## src/rtl/result_drain_pkg.sv

```systemverilog
// Shared definitions for the results-SRAM drain path: geometry and FSM state encoding.
// Also imported by the readout bench.
package result_drain_pkg;

  localparam int ADDRESSSIZE    = 10;
  localparam int PARTIAL_SUM_BW = 24;
  localparam int MATRIX_SIZE    = 16;
  localparam int LANE_W         = $clog2(MATRIX_SIZE);
  localparam int WORD_W         = PARTIAL_SUM_BW * MATRIX_SIZE;

  typedef enum logic [2:0] {
    S_IDLE    = 3'd0,
    S_READ    = 3'd1,
    S_CAPTURE = 3'd2,
    S_SEND    = 3'd3,
    S_DONE    = 3'd4
  } state_t;

endpackage

```

## src/rtl/result_drain_lane_serializer.sv

```systemverilog
// Holds one SRAM word and walks it out one lane per advance, LSB lane first.
// Load resets the lane index to 0.
module lane_serializer #(
  parameter int LANE_BW = 24,
  parameter int LANES   = 16,
  parameter int LW      = (LANES > 1) ? $clog2(LANES) : 1
) (
  input  logic                     clk,
  input  logic                     rst,
  input  logic                     i_load,
  input  logic [LANE_BW*LANES-1:0] i_word,
  input  logic                     i_advance,
  output logic [LANE_BW-1:0]       o_data,
  output logic [LW-1:0]            o_lane,
  output logic                     o_lane_last
);

  logic [LANE_BW*LANES-1:0] r_word;
  logic [LW-1:0]            r_lane;
  logic                     w_lane_last;

  assign w_lane_last = (r_lane == LW'(LANES - 1));

  always_ff @(posedge clk or posedge rst) begin
    if (rst) begin
      r_word <= '0;
      r_lane <= '0;
    end else if (i_load) begin
      r_word <= i_word;
      r_lane <= '0;
    end else if (i_advance) begin
      r_lane <= w_lane_last ? '0 : r_lane + 1'b1;
    end
  end

  assign o_data      = r_word[r_lane*LANE_BW +: LANE_BW];
  assign o_lane      = r_lane;
  assign o_lane_last = w_lane_last;

endmodule

```

## src/rtl/result_drain.sv

```systemverilog
// Drains a contiguous block of results-SRAM words as a lane-per-beat valid/ready stream.
// One read per word, no prefetch: MATRIX_SIZE+2 cycles per word at full ready.
module result_drain
  import result_drain_pkg::*;
#(
  parameter int ADDRESSSIZE    = result_drain_pkg::ADDRESSSIZE,
  parameter int PARTIAL_SUM_BW = result_drain_pkg::PARTIAL_SUM_BW,
  parameter int MATRIX_SIZE    = result_drain_pkg::MATRIX_SIZE,
  parameter int LW             = (MATRIX_SIZE > 1) ? $clog2(MATRIX_SIZE) : 1
) (
  input  logic                                clk,
  input  logic                                rst,
  input  logic                                start,
  input  logic [ADDRESSSIZE-1:0]              base_addr,
  input  logic [ADDRESSSIZE:0]                num_words,
  output logic                                sram_rd_en,
  output logic [ADDRESSSIZE-1:0]              sram_rd_addr,
  input  logic [PARTIAL_SUM_BW*MATRIX_SIZE-1:0] sram_rd_data,
  output logic                                out_valid,
  input  logic                                out_ready,
  output logic [PARTIAL_SUM_BW-1:0]           out_data,
  output logic [LW-1:0]                       out_lane,
  output logic                                out_last,
  output logic                                busy,
  output logic                                done
);

  state_t                    r_state;
  state_t                    w_next;
  logic [ADDRESSSIZE-1:0]    r_addr;
  logic [ADDRESSSIZE:0]      r_words;
  logic                      w_load;
  logic                      w_beat;
  logic                      w_lane_last;
  logic                      w_final_word;
  logic [PARTIAL_SUM_BW-1:0] w_data;
  logic [LW-1:0]             w_lane;

  assign w_final_word = (r_words == (ADDRESSSIZE+1)'(1));

  lane_serializer #(
    .LANE_BW (PARTIAL_SUM_BW),
    .LANES   (MATRIX_SIZE),
    .LW      (LW)
  ) u_ser (
    .clk         (clk),
    .rst         (rst),
    .i_load      (w_load),
    .i_word      (sram_rd_data),
    .i_advance   (w_beat),
    .o_data      (w_data),
    .o_lane      (w_lane),
    .o_lane_last (w_lane_last)
  );

  always_ff @(posedge clk or posedge rst) begin
    if (rst) begin
      r_state <= S_IDLE;
    end else begin
      r_state <= w_next;
    end
  end

  // Address wraps naturally at 2^ADDRESSSIZE; word count is one bit wider so a full-depth drain fits.
  always_ff @(posedge clk or posedge rst) begin
    if (rst) begin
      r_addr  <= '0;
      r_words <= '0;
    end else if (r_state == S_IDLE && start) begin
      r_addr  <= base_addr;
      r_words <= num_words;
    end else if (w_beat && w_lane_last) begin
      r_addr  <= r_addr + 1'b1;
      r_words <= r_words - 1'b1;
    end
  end

  always_comb begin
    w_next       = r_state;
    w_load       = 1'b0;
    w_beat       = 1'b0;
    sram_rd_en   = 1'b0;
    sram_rd_addr = '0;
    out_valid    = 1'b0;
    out_data     = '0;
    out_lane     = '0;
    out_last     = 1'b0;
    busy         = 1'b1;
    done         = 1'b0;
    case (r_state)
      S_IDLE: begin
        busy = 1'b0;
        if (start) begin
          w_next = (num_words == '0) ? S_DONE : S_READ;
        end
      end
      S_READ: begin
        sram_rd_en   = 1'b1;
        sram_rd_addr = r_addr;
        w_next       = S_CAPTURE;
      end
      S_CAPTURE: begin
        w_load = 1'b1;
        w_next = S_SEND;
      end
      S_SEND: begin
        out_valid = 1'b1;
        out_data  = w_data;
        out_lane  = w_lane;
        out_last  = w_lane_last && w_final_word;
        w_beat    = out_ready;
        if (out_ready && w_lane_last) begin
          w_next = w_final_word ? S_DONE : S_READ;
        end
      end
      S_DONE: begin
        done   = 1'b1;
        w_next = S_IDLE;
      end
      default: w_next = S_IDLE;
    endcase
  end

endmodule

```

## config.mk

```make
export PLATFORM = sky130hd
export DESIGN_NAME = result_drain
export DESIGN_NICKNAME = d
export VERILOG_FILES = /design/src/rtl/result_drain_pkg.sv /design/src/rtl/result_drain_lane_serializer.sv /design/src/rtl/result_drain.sv
export SDC_FILE = /design/constraint.sdc
export NUM_CORES = 1
export LEC_CHECK = 0
export ABC_CLOCK_PERIOD_IN_PS = 45600
export CAP_MARGIN = 20
export CORE_MARGIN = 4
export CORE_UTILIZATION = 54
export CTS_BUF_LIST = sky130_fd_sc_hd__clkbuf_4 sky130_fd_sc_hd__clkbuf_8 sky130_fd_sc_hd__clkbuf_16
export DETAILED_ROUTE_END_ITERATION = 12
export PLACE_DENSITY = 0.86
export SLEW_MARGIN = 30
export SYNTH_ARGS = -nofsm -noshare
export SYNTH_HDL_FRONTEND = slang
export SYNTH_SLANG_ARGS = --single-unit
```

## constraint.sdc

```tcl
create_clock -name clk -period 45.6 [get_ports clk]
set_input_delay 9.12 -clock clk [delete_from_list [all_inputs] [get_ports clk]]
set_output_delay 9.12 -clock clk [all_outputs]
set_load 0.005 [all_outputs]
```

==> impl_metrics.py, run 1 <==
metrics = {
    "cells_and_area": {
        "layout.nets": 2060,
        "syn2layout_area_growth_pct": 33.90,
        "final_cell_mix": "451 x clkdlybuf4s50_1, 409 x dfrtp_1, 385 x mux2_2",
        "final_cells": 2147,
        "final_common_cell": "clkdlybuf4s50_1",
        "drive_gt1_frac": 0.3492,
    },
    "logic_synthesis": {
        "netlist_area_um2": 18790,
        "synth_edf_count": 0,
        "synth-seq-area-share": 0.5487,
        "synth_cells": 1220,
        "synth_top_area_cell": "dfrtp_1",
        "synth_seq_cells": 412,
        "syn_avg_cell_area_um2": 15.40,
        "synthesis.nets": 1633,
        "synth_ff_type": "dfrtp_1",
        "yosysWarnings": 0,
        "synthArstFlopShare": 1.000,
        "yosys.area.top_type_share": 0.5487,
        "yosysUniqueCellTypes": 50,
        "netlist_top_cells_area": "dfrtp_1 55%, mux2_2 23%, mux4_2 11%",
    },
    "global_routing": {
        "grt.total_usage": 0.2754,
        "antenna_found_initial": 18,
        "grt_first_pass_wirelength_mm": 80.50,
        "grt_max_degree": 198,
        "grt_pass1_vias": 13740,
        "grt-ovfl-total": 0,
    },
    "critical_path": {
        "crit_chain": "buf_6 > buf_4 > mux4_2 > mux2i_1 > o21ai_0 > clkdlybuf4s50_1",
        "worst-setup-path-type": "reg -> out",
        "worst_ep_required_time_ns": 36.48,
        "crit_fanout": 67,
        "critPathLaunchType": "flop",
        "path_buf_inv": 3,
        "reg2reg_slack_ns": 42.84,
        "slowest_stage": "buf_4",
        "arrival_ns": 4.04,
        "critPathMaxStageDelay_ns": 0.73,
        "cpLargestDelayFamily": "buffers and inverters",
        "endpoint_kind": "output pin",
    },
    "sta": {
        "fmax_mhz": 75.98,
        "holdWs_ns": 0.5018,
        "worst_slew_pin_slew_ns": 0.9115,
        "tns_ns": 0,
        "slew_headroom": 0.3876,
        "hold_viol": 0,
        "fin_crit_sh": 0.2886,
        "period_minus_slack_ns": 13.16,
        "setup_ws_ns": 32.44,
        "rsz0062_at_grt": "false",
        "setup_viol": 0,
        "slew_violations": 0,
        "finClkSkew_ns": 0.01212,
    },
    "detailed_routing": {
        "m1WireLength_mm": 18.96,
        "vias_per_cell": 5.873,
        "drc": 0,
        "routed_wl_mm": 53.30,
        "vias": 12610,
        "drt_iter0_markers": 770,
        "route.met3.wl_mm": 4.025,
        "dr.pass1.iters": 5,
        "postRouteAntennaNets": 0,
        "wire_per_inst_um": 24.83,
        "top_layer": "met5",
        "wl_met2_mm": 27.29,
    },
    "floorplanning": {
        "fp.dieH_um": 194.5,
        "io_pins": 452,
        "die_area_um2": 37840,
        "rows": 68,
        "start_util": 0.5453,
        "die_width_um": 194.5,
        "core_area_um2": 34460,
    },
    "cts": {
        "cts_hold_buffers": 0,
        "cts.sinks": 412,
        "cts_setup_buffers": 0,
        "cts_buffers": 44,
        "cts_resized": 0,
        "path_clk_slew_ns": 0.06,
        "htreeDepth": 2,
        "cts_tree": "built",
        "clockBufferDepth": 3,
        "root_buffer": "clkbuf_16",
        "clock_latency_ns": 0.54,
    },
    "place": {
        "place_ws_ns": 32.88,
        "dp_cells": 2053,
        "port_buffers": 451,
        "place_congestion": 0.8837,
        "hpwl_mm": 38.05,
    },
    "pwr": {
        "vdd_drop_max_v": 0.00003206,
        "power_uw": 1052,
        "p_leak_uw": 0.009889,
        "powerDensity_nw_per_um2": 41.80,
    },
    "job": {
        "maxCapViolCount": 0,
    },
    "outcome": {
        "outcome": "finished clean",
    },
    "hold_path": {
        "hp-class": "reg -> reg",
    },
}
sequential cells by signal, indices dropped and copies added, names as in the netlist:
signal and cells:
r_addr 10, r_state 3, r_words 11, u_ser.o_lane 4
u_ser.r_word 384
report_power, final:
part | leakage, uW | internal (uW) | switching, uW
clock | 0.000707 | 203 | 145
combinational | 0.00436 | 164 | 137
sequential | 0.00482 | 386 | 16.1
layer usage:
layer | vias to the layer above | track usage
met5 | - | 0
met4 | 8 | 0.1432
met3 | 139 | 0.06847
met2 | 534 | 0.4693
met1 | 6438 | 0.3251
li1 | 5491 | -
cell usage after synthesis (13+ instances only):
library cell	n
mux2_2	385
nand3_1	14
nor2_1	13
nor3_1	18
nand2_1	22
and2_1	13
o21ai_0	31
mux4_2	95
clkbuf_1	16
dfrtp_1	412
buf_2	61
mux2i_1	25
a22oi_1	23
logic make-up after synthesis:
| family | count (synthesis) | share of synthesized area |
|---|---|---|
| multiplexers | 505 | 0.3579 |
| flip-flops | 412 | 0.5487 |
| AND/OR/NAND/NOR | 112 | 0.03270 |
| buffers and inverters | 93 | 0.02404 |
| AO/OA/AOI/OAI | 91 | 0.03256 |
| adder cells (fa/ha/maj) | 4 | 0.002664 |
| XOR/XNOR | 3 | 0.001399 |
path summary, 6_finish.rpt:
| kind | end | cells past startpoint | startpoint |
|---|---|---|---|
| max in group asynchronous | u_ser.o_lane[0]$_DFFE_PP0P_ | 3 | rst |
| min | u_ser.r_word[357]$_DFFE_PP0N_ | 1 | u_ser.r_word[357]$_DFFE_PP0N_ |
| min in group asynchronous | u_ser.r_word[28]$_DFFE_PP0N_ | 2 | rst |
| max | out_data[10] | 6 | u_ser.o_lane[1]$_DFFE_PP0P_ |
| max reg2reg | r_addr[7]$_DFFE_PP0P_ | 6 | u_ser.o_lane[1]$_DFFE_PP0P_ |
| min reg2reg | u_ser.r_word[357]$_DFFE_PP0N_ | 1 | u_ser.r_word[357]$_DFFE_PP0N_ |
metrics by stage:
stage | util | cell area (um^2)
after floorplan | - | 18790
after global placement | 0.6852 | 23610
after detailed placement | 0.6854 | 23620
after CTS | 0.7265 | 25030
after global routing | 0.7301 | 25160
final | 0.7301 | 25160
layout make-up:
type | instances | area [um^2]
Fill cell | 2277 | 9299
Inverter | 8 | 37.54
Antenna cell | 14 | 35.03
Sequential cell | 412 | 10320
Clock inverter | 18 | 136.4
Multi-Input combinational cell | 715 | 8045
Timing Repair Buffer | 466 | 4736
Tap cell | 455 | 569.3
Clock buffer | 59 | 1281
worst reg2reg max path, cell delays in order (launching register included):
cell	delay [ns]
dfrtp_4	0.40
buf_6	0.60
ha_1	0.34
and3_1	0.47
a21oi_1	0.30
a21o_1	0.23
a221o_1	0.30
Power figures use the tool's default switching activity.
==> inputs of run 2 (changes only) <==
--- a/config.mk
+++ b/config.mk
@@ -5,13 +5,13 @@
 export SDC_FILE = /design/constraint.sdc
 export NUM_CORES = 1
 export LEC_CHECK = 0
-export ABC_CLOCK_PERIOD_IN_PS = 45600
+export ABC_CLOCK_PERIOD_IN_PS = 13400
 export CAP_MARGIN = 20
 export CORE_MARGIN = 4
-export CORE_UTILIZATION = 54
+export CORE_UTILIZATION = 50
 export CTS_BUF_LIST = sky130_fd_sc_hd__clkbuf_4 sky130_fd_sc_hd__clkbuf_8 sky130_fd_sc_hd__clkbuf_16
 export DETAILED_ROUTE_END_ITERATION = 12
-export PLACE_DENSITY = 0.86
+export PLACE_DENSITY = 0.8
 export SLEW_MARGIN = 30
 export SYNTH_ARGS = -nofsm -noshare
 export SYNTH_HDL_FRONTEND = slang
==> constraint.sdc (replaced) <==
create_clock -name clk -period 13.4 [get_ports clk]
set_input_delay 2.68 -clock clk [delete_from_list [all_inputs] [get_ports clk]]
set_output_delay 2.68 -clock clk [all_outputs]
set_load 0.005 [all_outputs]
==> impl_metrics.py, run 2 (synthesis results as in run 1) <==
metrics = {
    "outcome": {
        "outcome": "finished clean",
    },
    "floorplanning": {
        "core_area_um2": 36870,
        "fp.dieH_um": 201.9,
        "die_width_um": 201.9,
        "rows": 70,
        "die_area_um2": 40740,
        "io_pins": 452,
        "start_util": 0.5096,
    },
    "cts": {
        "cts_setup_buffers": 0,
        "cts_hold_buffers": 0,
        "cts_tree": "built",
        "root_buffer": "clkbuf_16",
        "htreeDepth": 2,
        "path_clk_slew_ns": 0.06,
        "cts.sinks": 412,
        "cts_resized": 0,
        "clockBufferDepth": 3,
        "clock_latency_ns": 0.56,
        "cts_buffers": 45,
    },
    "sta": {
        "worst_slew_pin_slew_ns": 0.9676,
        "finClkSkew_ns": 0.01301,
        "fmax_mhz": 143.2,
        "hold_viol": 0,
        "slew_violations": 0,
        "setup_viol": 0,
        "rsz0062_at_grt": "false",
        "period_minus_slack_ns": 6.984,
        "slew_headroom": 0.3550,
        "tns_ns": 0,
        "fin_crit_sh": 0.5212,
    },
    "pwr": {
        "seq_power_share": 0.382,
        "powerDensity_nw_per_um2": 145.7,
        "power.share.switching": 0.2773,
        "p_leak_uw": 0.009961,
        "clockPowerShare": 0.354,
        "p_int_uw": 2670,
        "pwr-share-comb": 0.264,
        "power_uw": 3694,
        "p_switching_uw": 1024,
        "vdd_drop_max_v": 0.00009711,
    },
    "critical_path": {
        "endpoint_kind": "output pin",
        "crit_fanout": 56,
        "critPathLaunchType": "flop",
        "regToRegStartpoint": "r_state[1]$_DFFE_PP0P_",
        "arrival_ns": 4.30,
        "r2r-end": "u_ser.r_word[160]$_DFFE_PP0N_",
        "worstRegToRegCells": 5,
        "worst-setup-path-type": "reg -> out",
        "worst_ep_required_time_ns": 10.72,
        "reg2reg_slack_ns": 10.04,
    },
    "place": {
        "place_congestion": 0.8701,
        "port_buffers": 451,
        "hpwl_mm": 39.01,
    },
    "global_routing": {
        "grt_pass1_vias": 13550,
        "grt_first_pass_wirelength_mm": 80.99,
        "grt-ovfl-total": 0,
        "grt_max_degree": 84,
        "antenna_found_initial": 23,
        "grt.total_usage": 0.2595,
    },
    "detailed_routing": {
        "vias": 12600,
        "dr.pass1.iters": 4,
        "drc": 0,
        "routed_wl_mm": 53.75,
        "postRouteAntennaNets": 0,
        "wire_per_inst_um": 24.38,
        "drt_iter0_markers": 693,
        "vias_per_cell": 5.714,
    },
    "cells_and_area": {
        "largest-register": "u_ser.r_word",
        "layout.nets": 2064,
        "nFillCells": 2554,
        "final_common_cell": "clkdlybuf4s50_1",
        "drive_gt1_frac": 0.3521,
        "final_cell_mix": "451 x clkdlybuf4s50_1, 409 x dfrtp_1, 385 x mux2_2",
        "utilization": 0.6874,
        "syn2layout_area_growth_pct": 34.90,
        "largest_reg_flops": 384,
        "reg_top3": "u_ser.r_word (384), r_words (11), r_addr (10)",
    },
    "job": {
        "maxCapViolCount": 0,
    },
    "hold_path": {
        "worstHoldStart": "u_ser.r_word[305]$_DFFE_PP0N_",
        "min_path_cells": 1,
        "hp-class": "reg -> reg",
        "hold_end": "u_ser.r_word[305]$_DFFE_PP0N_",
    },
}
[run 2: worst max-delay path by stage]
stage	cells after the start	slack, ns	to	startpoint
3_5_place_dp	5	6.94	out_data[10]	u_ser.o_lane[1]$_DFFE_PP0P_
5_1_grt	5	6.19	out_data[10]	u_ser.o_lane[1]$_DFFE_PP0P_
4_1_cts	5	6.32	out_data[10]	u_ser.o_lane[1]$_DFFE_PP0P_
2_1_floorplan	1	5.17	r_addr[0]$_DFFE_PP0P_	rst
6_report	5	6.42	out_data[10]	u_ser.o_lane[1]$_DFFE_PP0P_
3_3_place_gp	5	6.97	out_data[10]	u_ser.o_lane[1]$_DFFE_PP0P_
[run 2: power groups by stage]
stage          Clock (uW)  Combinational (uW)  Sequential, uW
6_report             1310                 974            1410
5_1_grt              1390                1040            1420
4_1_cts              1330                 986            1410
3_5_place_dp            0                 979            1440
3_3_place_gp            0                 967            1430
2_1_floorplan           0                 576            1360
[run 2: layer usage]
metal	global-route usage	up-vias	wire, um
met2	0.4368	433	27340
li1	-	5506	-
met1	0.3110	6519	20040
met3	0.07412	123	3882
met4	0.1201	18	2389
met5	0	-	100
[run 2: final cells by class]
class                   instances  area [um^2]  area share
inverters                       8        33.78    0.001333
clock buffers                  63         1343     0.05297
multi-input cells             715         8043      0.3173
well taps                     504        630.6     0.02488
diodes                         14        35.03    0.001382
flip-flops and latches        412        10320      0.4071
clock inverters                20        244.0    0.009626
repair buffers                469         4700      0.1854
[run 2: metrics by stage]
step	area, um^2	hold slack, ns	worst slack (ns)	instances
4_1_cts	25250	0.5044	6.315	2190
6_report	25350	0.5003	6.416	2205
5_1_grt	25340	0.5122	6.186	2203
3_5_place_dp	23670	0.4907	6.943	2107
3_3_place_gp	23670	0.4844	6.967	2107
2_1_floorplan	18790	0.4750	5.166	1220
[run 2: critical path: stages, from the launching register on]
cell	delay (ns)
dfrtp_4	1.04
buf_4	0.84
mux4_2	0.59
mux2i_1	0.39
o21ai_0	0.26
clkdlybuf4s50_1	0.51
